File: src/rtl/uart_pkg.sv
// Shared UART definitions used by the transmitter and the receive path.
package uart_pkg;

  localparam int UART_DATA_BITS            = 8;
  localparam int UART_CLKS_PER_BIT_DEFAULT = 208;

  typedef enum logic [2:0] {
    IDLE,
    START,
    DATA,
    PARITY,
    STOP
  } uart_tx_state_e;

endpackage

File: src/rtl/uart_tx_baud.sv
// Bit-period counter for the UART transmitter.
// It emits a one-cycle bit_done_o pulse on the last cycle of each serial bit.
module uart_tx_baud #(
  parameter int CLKS_PER_BIT = 208
) (
  input  logic clk,
  input  logic reset_n,
  input  logic clr_i,
  output logic bit_done_o
);

  localparam int            CW   = (CLKS_PER_BIT > 1) ? $clog2(CLKS_PER_BIT) : 1;
  localparam logic [CW-1:0] LAST = CW'(CLKS_PER_BIT - 1);

  logic [CW-1:0] cnt_q, cnt_d;

  always_comb begin
    cnt_d = cnt_q + CW'(1);
    if (clr_i || (cnt_q == LAST)) cnt_d = '0;
  end

  always_ff @(posedge clk or negedge reset_n) begin
    if (!reset_n) cnt_q <= '0;
    else          cnt_q <= cnt_d;
  end

  // The state advances on the same cycle that the counter wraps.
  assign bit_done_o = !clr_i && (cnt_q == LAST);

endmodule

File: src/rtl/uart_tx.sv
// 8-bit UART transmitter: start bit, 8 data bits LSB-first, stop bit.
// Define UART_PARITY_EN to insert a parity bit (polarity set by PARITY_ODD) before the stop bit.
module uart_tx
  import uart_pkg::*;
#(
  parameter int CLKS_PER_BIT = UART_CLKS_PER_BIT_DEFAULT,
  parameter int PARITY_ODD   = 0
) (
  input  logic       clk,
  input  logic       reset_n,
  input  logic [7:0] tx_data,
  input  logic       tx_valid,
  output logic       tx_ready,
  output logic       tx,
  output logic       busy
);

  if (CLKS_PER_BIT < 2) begin : g_bad_cpb
    $error("uart_tx: CLKS_PER_BIT must be >= 2");
  end
  if (PARITY_ODD < 0 || PARITY_ODD > 1) begin : g_bad_parity
    $error("uart_tx: PARITY_ODD must be 0 or 1");
  end

  localparam logic [2:0] LAST_BIT = 3'(UART_DATA_BITS - 1);

  uart_tx_state_e            state_q;
  logic [2:0]                bit_q;
  logic [UART_DATA_BITS-1:0] shift_q;
  logic                      tx_q;
  logic                      ready_q;
  logic                      busy_q;
  logic                      bit_done;
  logic                      handshake;
`ifdef UART_PARITY_EN
  logic                      par_q;
`endif

  assign handshake = tx_valid && ready_q;

  // The counter is held cleared in IDLE so each frame starts on a fresh bit period.
  uart_tx_baud #(
    .CLKS_PER_BIT (CLKS_PER_BIT)
  ) u_baud (
    .clk        (clk),
    .reset_n    (reset_n),
    .clr_i      (state_q == IDLE),
    .bit_done_o (bit_done)
  );

  always_ff @(posedge clk or negedge reset_n) begin
    if (!reset_n) begin
      state_q <= IDLE;
      bit_q   <= '0;
      shift_q <= '0;
      tx_q    <= 1'b1;
      ready_q <= 1'b1;
      busy_q  <= 1'b0;
`ifdef UART_PARITY_EN
      par_q   <= 1'b0;
`endif
    end else begin
      case (state_q)
        IDLE: begin
          if (handshake) begin
            state_q <= START;
            shift_q <= tx_data;
            tx_q    <= 1'b0;
            ready_q <= 1'b0;
            busy_q  <= 1'b1;
`ifdef UART_PARITY_EN
            // Parity is taken from the byte here because the shift register is consumed.
            par_q   <= (^tx_data) ^ 1'(PARITY_ODD);
`endif
          end
        end
        START: begin
          if (bit_done) begin
            state_q <= DATA;
            bit_q   <= '0;
            tx_q    <= shift_q[0];
          end
        end
        DATA: begin
          if (bit_done) begin
            shift_q <= shift_q >> 1;
            if (bit_q == LAST_BIT) begin
              bit_q   <= '0;
`ifdef UART_PARITY_EN
              state_q <= PARITY;
              tx_q    <= par_q;
`else
              state_q <= STOP;
              tx_q    <= 1'b1;
`endif
            end else begin
              bit_q <= bit_q + 3'd1;
              tx_q  <= shift_q[1];
            end
          end
        end
`ifdef UART_PARITY_EN
        PARITY: begin
          if (bit_done) begin
            state_q <= STOP;
            tx_q    <= 1'b1;
          end
        end
`endif
        STOP: begin
          if (bit_done) begin
            state_q <= IDLE;
            ready_q <= 1'b1;
            busy_q  <= 1'b0;
          end
        end
        default: begin
          state_q <= IDLE;
          tx_q    <= 1'b1;
          ready_q <= 1'b1;
          busy_q  <= 1'b0;
        end
      endcase
    end
  end

  assign tx_ready = ready_q;
  assign tx       = tx_q;
  assign busy     = busy_q;

endmodule

File: config.mk
export PLATFORM = sky130hd
export DESIGN_NAME = uart_tx
export DESIGN_NICKNAME = d
export VERILOG_FILES = /design/src/rtl/uart_pkg.sv /design/src/rtl/uart_tx_baud.sv /design/src/rtl/uart_tx.sv
export SDC_FILE = /design/constraint.sdc
export NUM_CORES = 1
export LEC_CHECK = 0
export ABC_CLOCK_PERIOD_IN_PS = 1900
export BUFFER_PORTS_ARGS = -buffer_cell sky130_fd_sc_hd__clkbuf_2
export CAP_MARGIN = 20
export CORE_ASPECT_RATIO = 1.25
export CORE_MARGIN = 5
export CORE_UTILIZATION = 40
export CTS_CLUSTER_DIAMETER = 200
export CTS_CLUSTER_SIZE = 16
export DETAILED_ROUTE_END_ITERATION = 6
export PLACE_DENSITY = 0.56
export SLEW_MARGIN = 20
export SYNTH_ARGS = -nofsm -noshare
export SYNTH_HDL_FRONTEND = slang
export SYNTH_SLANG_ARGS = --single-unit
File: constraint.sdc
create_clock -name clk -period 1.9 [get_ports clk]
set_input_delay 0.19 -clock clk [delete_from_list [all_inputs] [get_ports clk]]
set_output_delay 0.19 -clock clk [all_outputs]
set_load 0.02 [all_outputs]
# --- Yosys cells after proc, flatten, opt, wreduce, memory -nomap -nowiden ---
# Index checks and enable logic that the tools add are counted.
# Widths: inputs -> output; s select.
totals:
  out_inout_bits: 3
  input_bits: 11
  word_cells: 57
  reg_bits: 25
op_classes:
  reduce_logical: 13
  n_eq_ne: 10
  n_bitwise: 2
  add_sub_neg: 2
  muxes: 23
ops:
  columns: ["op", "n"]
  rows:
  - ["$mux 8", 3]
  - ["$mux 3", 7]
  - ["$pmux 8 s2", 1]
  - ["$pmux 3 s4", 1]
  - ["$ne 2x2->1 const B", 5]
  - ["$reduce_and 3->1", 3]
  - ["$add 8x1->8 const B", 1]
  - ["$eq 8x8->1 const B", 1]
  - ["$mux 1", 7]
  - ["$eq 3x3->1 const B", 2]
  - ["$pmux 1 s3", 2]
  - ["$pmux 3 s2", 1]
  - ["$reduce_and 5->1", 1]
  - ["$pmux 1 s4", 1]
  - ["$reduce_and 4->1", 1]
  - ["$reduce_bool 2->1", 2]
  - ["$add 3x1->3 const B", 1]
  - ["$eq 3x1->1 const B", 1]
  - ["$eq 3x2->1 const B", 1]
  - ["$logic_not 3->1", 1]
  - ["$logic_and 1x1->1", 2]
  - ["$not 1->1", 2]
  - ["$reduce_or 2->1", 1]
  - ["$logic_not 1->1", 1]
  - ["$logic_or 1x1->1", 1]

# --- Longest topological paths before layout ---
depth:
  word_depth: 5
  depth_mapped: 7
  ltp_nobuf: 6

# --- Modules after synthesis ---
# A second synthesis with hierarchy kept.
unflattened:
  cells_unflattened: 135
  hier_area_um2: 1322.5
modules_own_cells:
  columns: ["module", "area_each_um2", "n_inst", "seq_area_each_um2", "cells_each"]
  rows:
  - ["uart_tx", 932.1, 1, 427.9, 94]
  - ["uart_tx_baud", 390.4, 1, 200.2, 41]

# --- Worst setup path before layout ---
# No wires, ideal clock.
synth_path:
  kind: "register -> register"
  start: "register u_baud.cnt_q[0]"
  end: "register shift_q[1]"
  arrival_ps: 1656
  synth_period_minus_slack_ps: 1779
  n_path_buf: 1
  stages_incl_launch_ff: 7
  setup_slack_ps: 121
  setup_time_ps: 123
  required_ps: 1777
  cell_sequence: "dfrtp_1 > ha_1 > and3_2 > clkbuf_4 > nand4b_2 > or2b_4 > o221a_2"
synth_via:
  elab_chain_cells: 4
synth_lines:
  columns: ["element", "line_no", "rtl"]
  rows:
  - ["start, declared", "uart_tx_baud.sv:15", "logic [CW-1:0] cnt_q, cnt_d;"]
  - ["start signal, assigned", "uart_tx_baud.sv:24", "else cnt_q <= cnt_d;"]
  - ["$eq 8x8->1", "uart_tx_baud.sv:28", "assign bit_done_o = !clr_i && (cnt_q == LAST);"]
  - ["$logic_and 1x1->1", "uart_tx_baud.sv:28", null]
  - ["$ne 2x2->1 (no source line)", null, null]
  - ["$reduce_and 3->1 (no source line)", null, null]
  - ["end signal, assigned", "uart_tx.sv:67", "shift_q <= tx_data;"]
  - ["end signal, assigned", "uart_tx.sv:86", "shift_q <= shift_q >> 1;"]
  - ["end, declared", "uart_tx.sv:29", "logic [UART_DATA_BITS-1:0] shift_q;"]
# Every way passes these cells.
# A chain may end at the register's enable or synchronous reset.

# --- Final worst setup path ---
layout_path:
  start: "register u_baud.cnt_q[0]"
  end: "register tx_q (netlist: tx)"
layout_via:
  elab_chain_cells: 4
  elab_cells_between_ends: 5
  cone_classes: "3 x eq/ne; 2 x reduce/logical"
layout_lines:
  columns: ["element", "line_no", "rtl"]
  rows:
  - ["$eq 8x8->1 (*)", "uart_tx_baud.sv:28", null]
  - ["$logic_and 1x1->1 (*)", "uart_tx_baud.sv:28", null]
  - ["$ne 2x2->1 (no source line)", null, null]
  - ["$reduce_and 4->1 (no source line) (*)", null, null]
  - ["end signal, assigned", "uart_tx.sv:81", "tx_q <= shift_q[0];"]
  - ["end signal, assigned", "uart_tx.sv:98", "tx_q <= shift_q[1];"]
  - ["end, declared", "uart_tx.sv:30", "logic tx_q;"]
# Every way passes the cells marked *; elsewhere a longest branch is shown, timed or not.

==> impl_metrics.csv <==
group,metric,value,unit
sta,fin_crit_sh,90.8,%
clocking,cts.sink_count,25,
final_layout,drive_above_1_share,28.8,%
global_route,grt_util_all_layers,13.2,%
detailed_routing,wirelength,2460,µm
sta,setup_tns,0,ns
detailed_routing,vias,933,
run_status,outcome,"completed",
die,die_width,60.5,µm
yosys,synth_area_per_cell,10.6,µm²
setup_path,end_kind,"register",
power_and_ir_drop,power.total,0.863,mW
final_layout,area_growth,15.2,%
setup_path,max_stage_delay,0.46,ns
yosys,yosys.cell_types.count,43,
power_and_ir_drop,powerDensity,588,mW/mm²
sta,fin_worst_skew,0.00583,ns
yosys,synth_enable_flop_cells,0,
sta,period_minus_slack,1.73,ns
yosys,ys_seq_elements,25,
detailed_routing,drtIter0Drc,25,
detailed_routing,dr.pass1.iters,4,
global_route,antenna_found_initial,0,
setup_path,crit_type,"register to register",
final_layout,regArea,628,µm²
global_route,grt_pass1_vias,1034,
final_layout,postLayoutCellArea,0.00147,mm²
sta,max_freq,580,MHz
setup_path,slowest_stage,"or4_1",
yosys,synth_top_area_share,45.1,%
sta,slew_viol_final,0,
hold_path,hold_start,"tx_data[7]",
sta,finalHoldViolCount,0,
setup_path,cp_num_buf_inv,0,
yosys,synth_area_leaders,"dfrtp_1 (45%), o221a_2 (6.2%), dfstp_2 (4.1%), nand2b_1 (3.9%), nor2_1 (3.8%)",
global_route,grt_start_max_net_pins,26,
clocking,cts_htree_levels,1,
die,fp.dieH,73.1,µm
clocking,ctsLongestPathBuffers,2,
yosys,synth_seq_area_share,49.3,%
yosys,netlist_instances,120,
placed_design,dpl-instance-area,0.00141,mm²
die,fp-row-count,23,
detailed_routing,drtAntennaViolNets,0,
global_route,overflow,0,
final_layout,diodes,0,
die,top_level_ports,14,
job,drv_cap,0,
setup_path,worst-path-max-fanout,6,
detailed_routing,via_per_inst,5.30,
clocking,post_cts_resized,0,
yosys,yosys_warnings,0,
yosys,yosysTopAreaCell,"dfrtp_1",
setup_path,path_cells,"ha_1 > and3_2 > and2_4 > or4_1 > o211a_1",
detailed_routing,wl_per_cell,14.0,µm
sta,slew_headroom,57.8,%
yosys,netlist_area,0.00127,mm²
sta,rsz0062_at_grt,"false",
setup_path,worstSetupStartpointType,"register",
placed_design,port_buffers,13,
sta,setup_violations,0,
die,core,0.00314,mm²
power_and_ir_drop,ir_worst_vdd,0.000460,V
clocking,cts_tree,"built",
setup_path,critPathRequiredTime,2.10,ns
power_and_ir_drop,p_leak,0.750,nW
placed_design,place.gp.congestion,0.739,
final_layout,multi_input_area,613,µm²
clocking,clk_pin_slew,0.09,ns
die,die_area,0.00442,mm²
setup_path,worstReg2RegStart,"u_baud.cnt_q[0]",
final_layout,fin_nets,154,
yosys,syn_nets,134,
global_route,grt_pass1_wl,4490,µm
sta,worstMarginPinSlew,0.633,ns
hold_path,min_path_type,"input port to register",
final_layout,final_core_util,46.8,%
setup_path,startpoint,"u_baud.cnt_q[0]",
setup_path,worstPathArrival,1.93,ns
final_layout,fill_cells,311,
clocking,clockRootBuffer,"clkbuf_8",
yosys,ys.flop_type,"dfrtp_1",
placed_design,dp_hpwl,1840,µm
detailed_routing,drc,0,
clocking,insertion_delay,0.26,ns
die,start_util,40.6,%
setup_path,path_delay_family,"simple AND/OR/NAND/NOR gates",
clocking,cts_buffers,3,
yosys,async_reset_ff_share,100,%
logic make-up (layout without fill, tap and decap cells):
kind of cell             after synthesis  after routing  synth area share, %
multiplexers                           1              1                0.883
buffers and inverters                  8             27                 2.65
adder cells (fa/ha/maj)                3              3                 2.94
AND/OR/NAND/NOR                       52             52                 23.7
flip-flops                            25             25                 49.3
AO/OA/AOI/OAI                         25             25                 16.4
XOR/XNOR                               6              6                 4.12
layout make-up:
cell class	count	share of cell area, %
multi-input combinational	87	41.7
tap	37	3.15
sequential	25	42.8
timing repair buffer	21	8.69
clock buffer	3	2.81
clock inverter	1	0.341
inverter	2	0.511
per-layer routing:
metal	vias up	part of all wire (%)	GRT usage, %
met3	2	2.6	2.48
met4	0	0.93	4.34
met5	-	0	0
li1	472	-	-
met1	450	46	16.0
met2	9	50	23.2
cells in the mapped netlist, types with 2 or more instances:
cell,instances
a21oi_1,2
and3_1,2
clkbuf_1,5
dfrtp_1,23
dfstp_2,2
ha_1,3
inv_1,2
nand2_1,6
nand2b_1,8
nand3_1,5
nor2_1,13
nor2b_1,2
nor3_1,3
o21ai_0,3
o221a_2,7
o22a_1,2
or3_1,2
xnor2_1,3
xor2_1,3
state kept, by name (all words and copies together), names as in the netlist:
name          count
shift_q           8
u_baud.cnt_q      8
bit_q             3
state_q           3
busy              1
tx                1
tx_ready          1
tightest hold or removal path, stage by stage:
cell and delay, ns:
clkbuf_2 0.07, nand2_1 0.04, nand2_1 0.04
timing repair:
action	4_1_cts	5_1_grt
buffers inserted	0	0
hold buffers	1	0
hold endpoints to repair	23	0
final timing paths:
kind	endpoint	slack, ns	cells after the start
worst max register to register	tx	0.17	5
worst min register to register	u_baud.cnt_q[0]	0.47	1
max in group asynchronous	bit_q[2]	1.02	2
worst min-delay path	shift_q[7]	0.11	3
min in group asynchronous	u_baud.cnt_q[3]	0.46	2
worst max-delay path	tx	0.17	5
cell usage in the layout (no fill, tap or decap), types with 2 or more instances in the layout:
master	count
dfrtp_1	23
nor2_1	13
clkbuf_2	13
nand2b_1	8
o221a_2	7
buf_4	7
nand2_1	6
nand3_1	5
nor3_1	3
xnor2_1	3
xor2_1	3
o21ai_0	3
ha_1	3
clkbuf_8	3
and3_1	2
inv_1	2
or3_1	2
a21oi_1	2
nor2b_1	2
o22a_1	2
dfstp_2	2
power by group:
group | leakage, nW | internal (mW) | total [mW] | switching (mW)
Clock | 0.0255 | 0.146 | 0.308 | 0.162
Sequential | 0.337 | 0.532 | 0.532 | 0
Combinational | 0.387 | 0.0105 | 0.0233 | 0.0128
Total | 0.750 | 0.689 | 0.863 | 0.174
per-stage QoR:
stage	cells	setup slack [ns]	hold WS, ns
3_3_place_gp	171	0.228	0.240
6_report	176	0.175	0.108
5_1_grt	176	0.0878	0.123
3_5_place_dp	171	0.199	0.242
4_1_cts	176	0.178	0.105
2_1_floorplan	120	0.121	-0.106
Power figures use the tool's default switching activity.
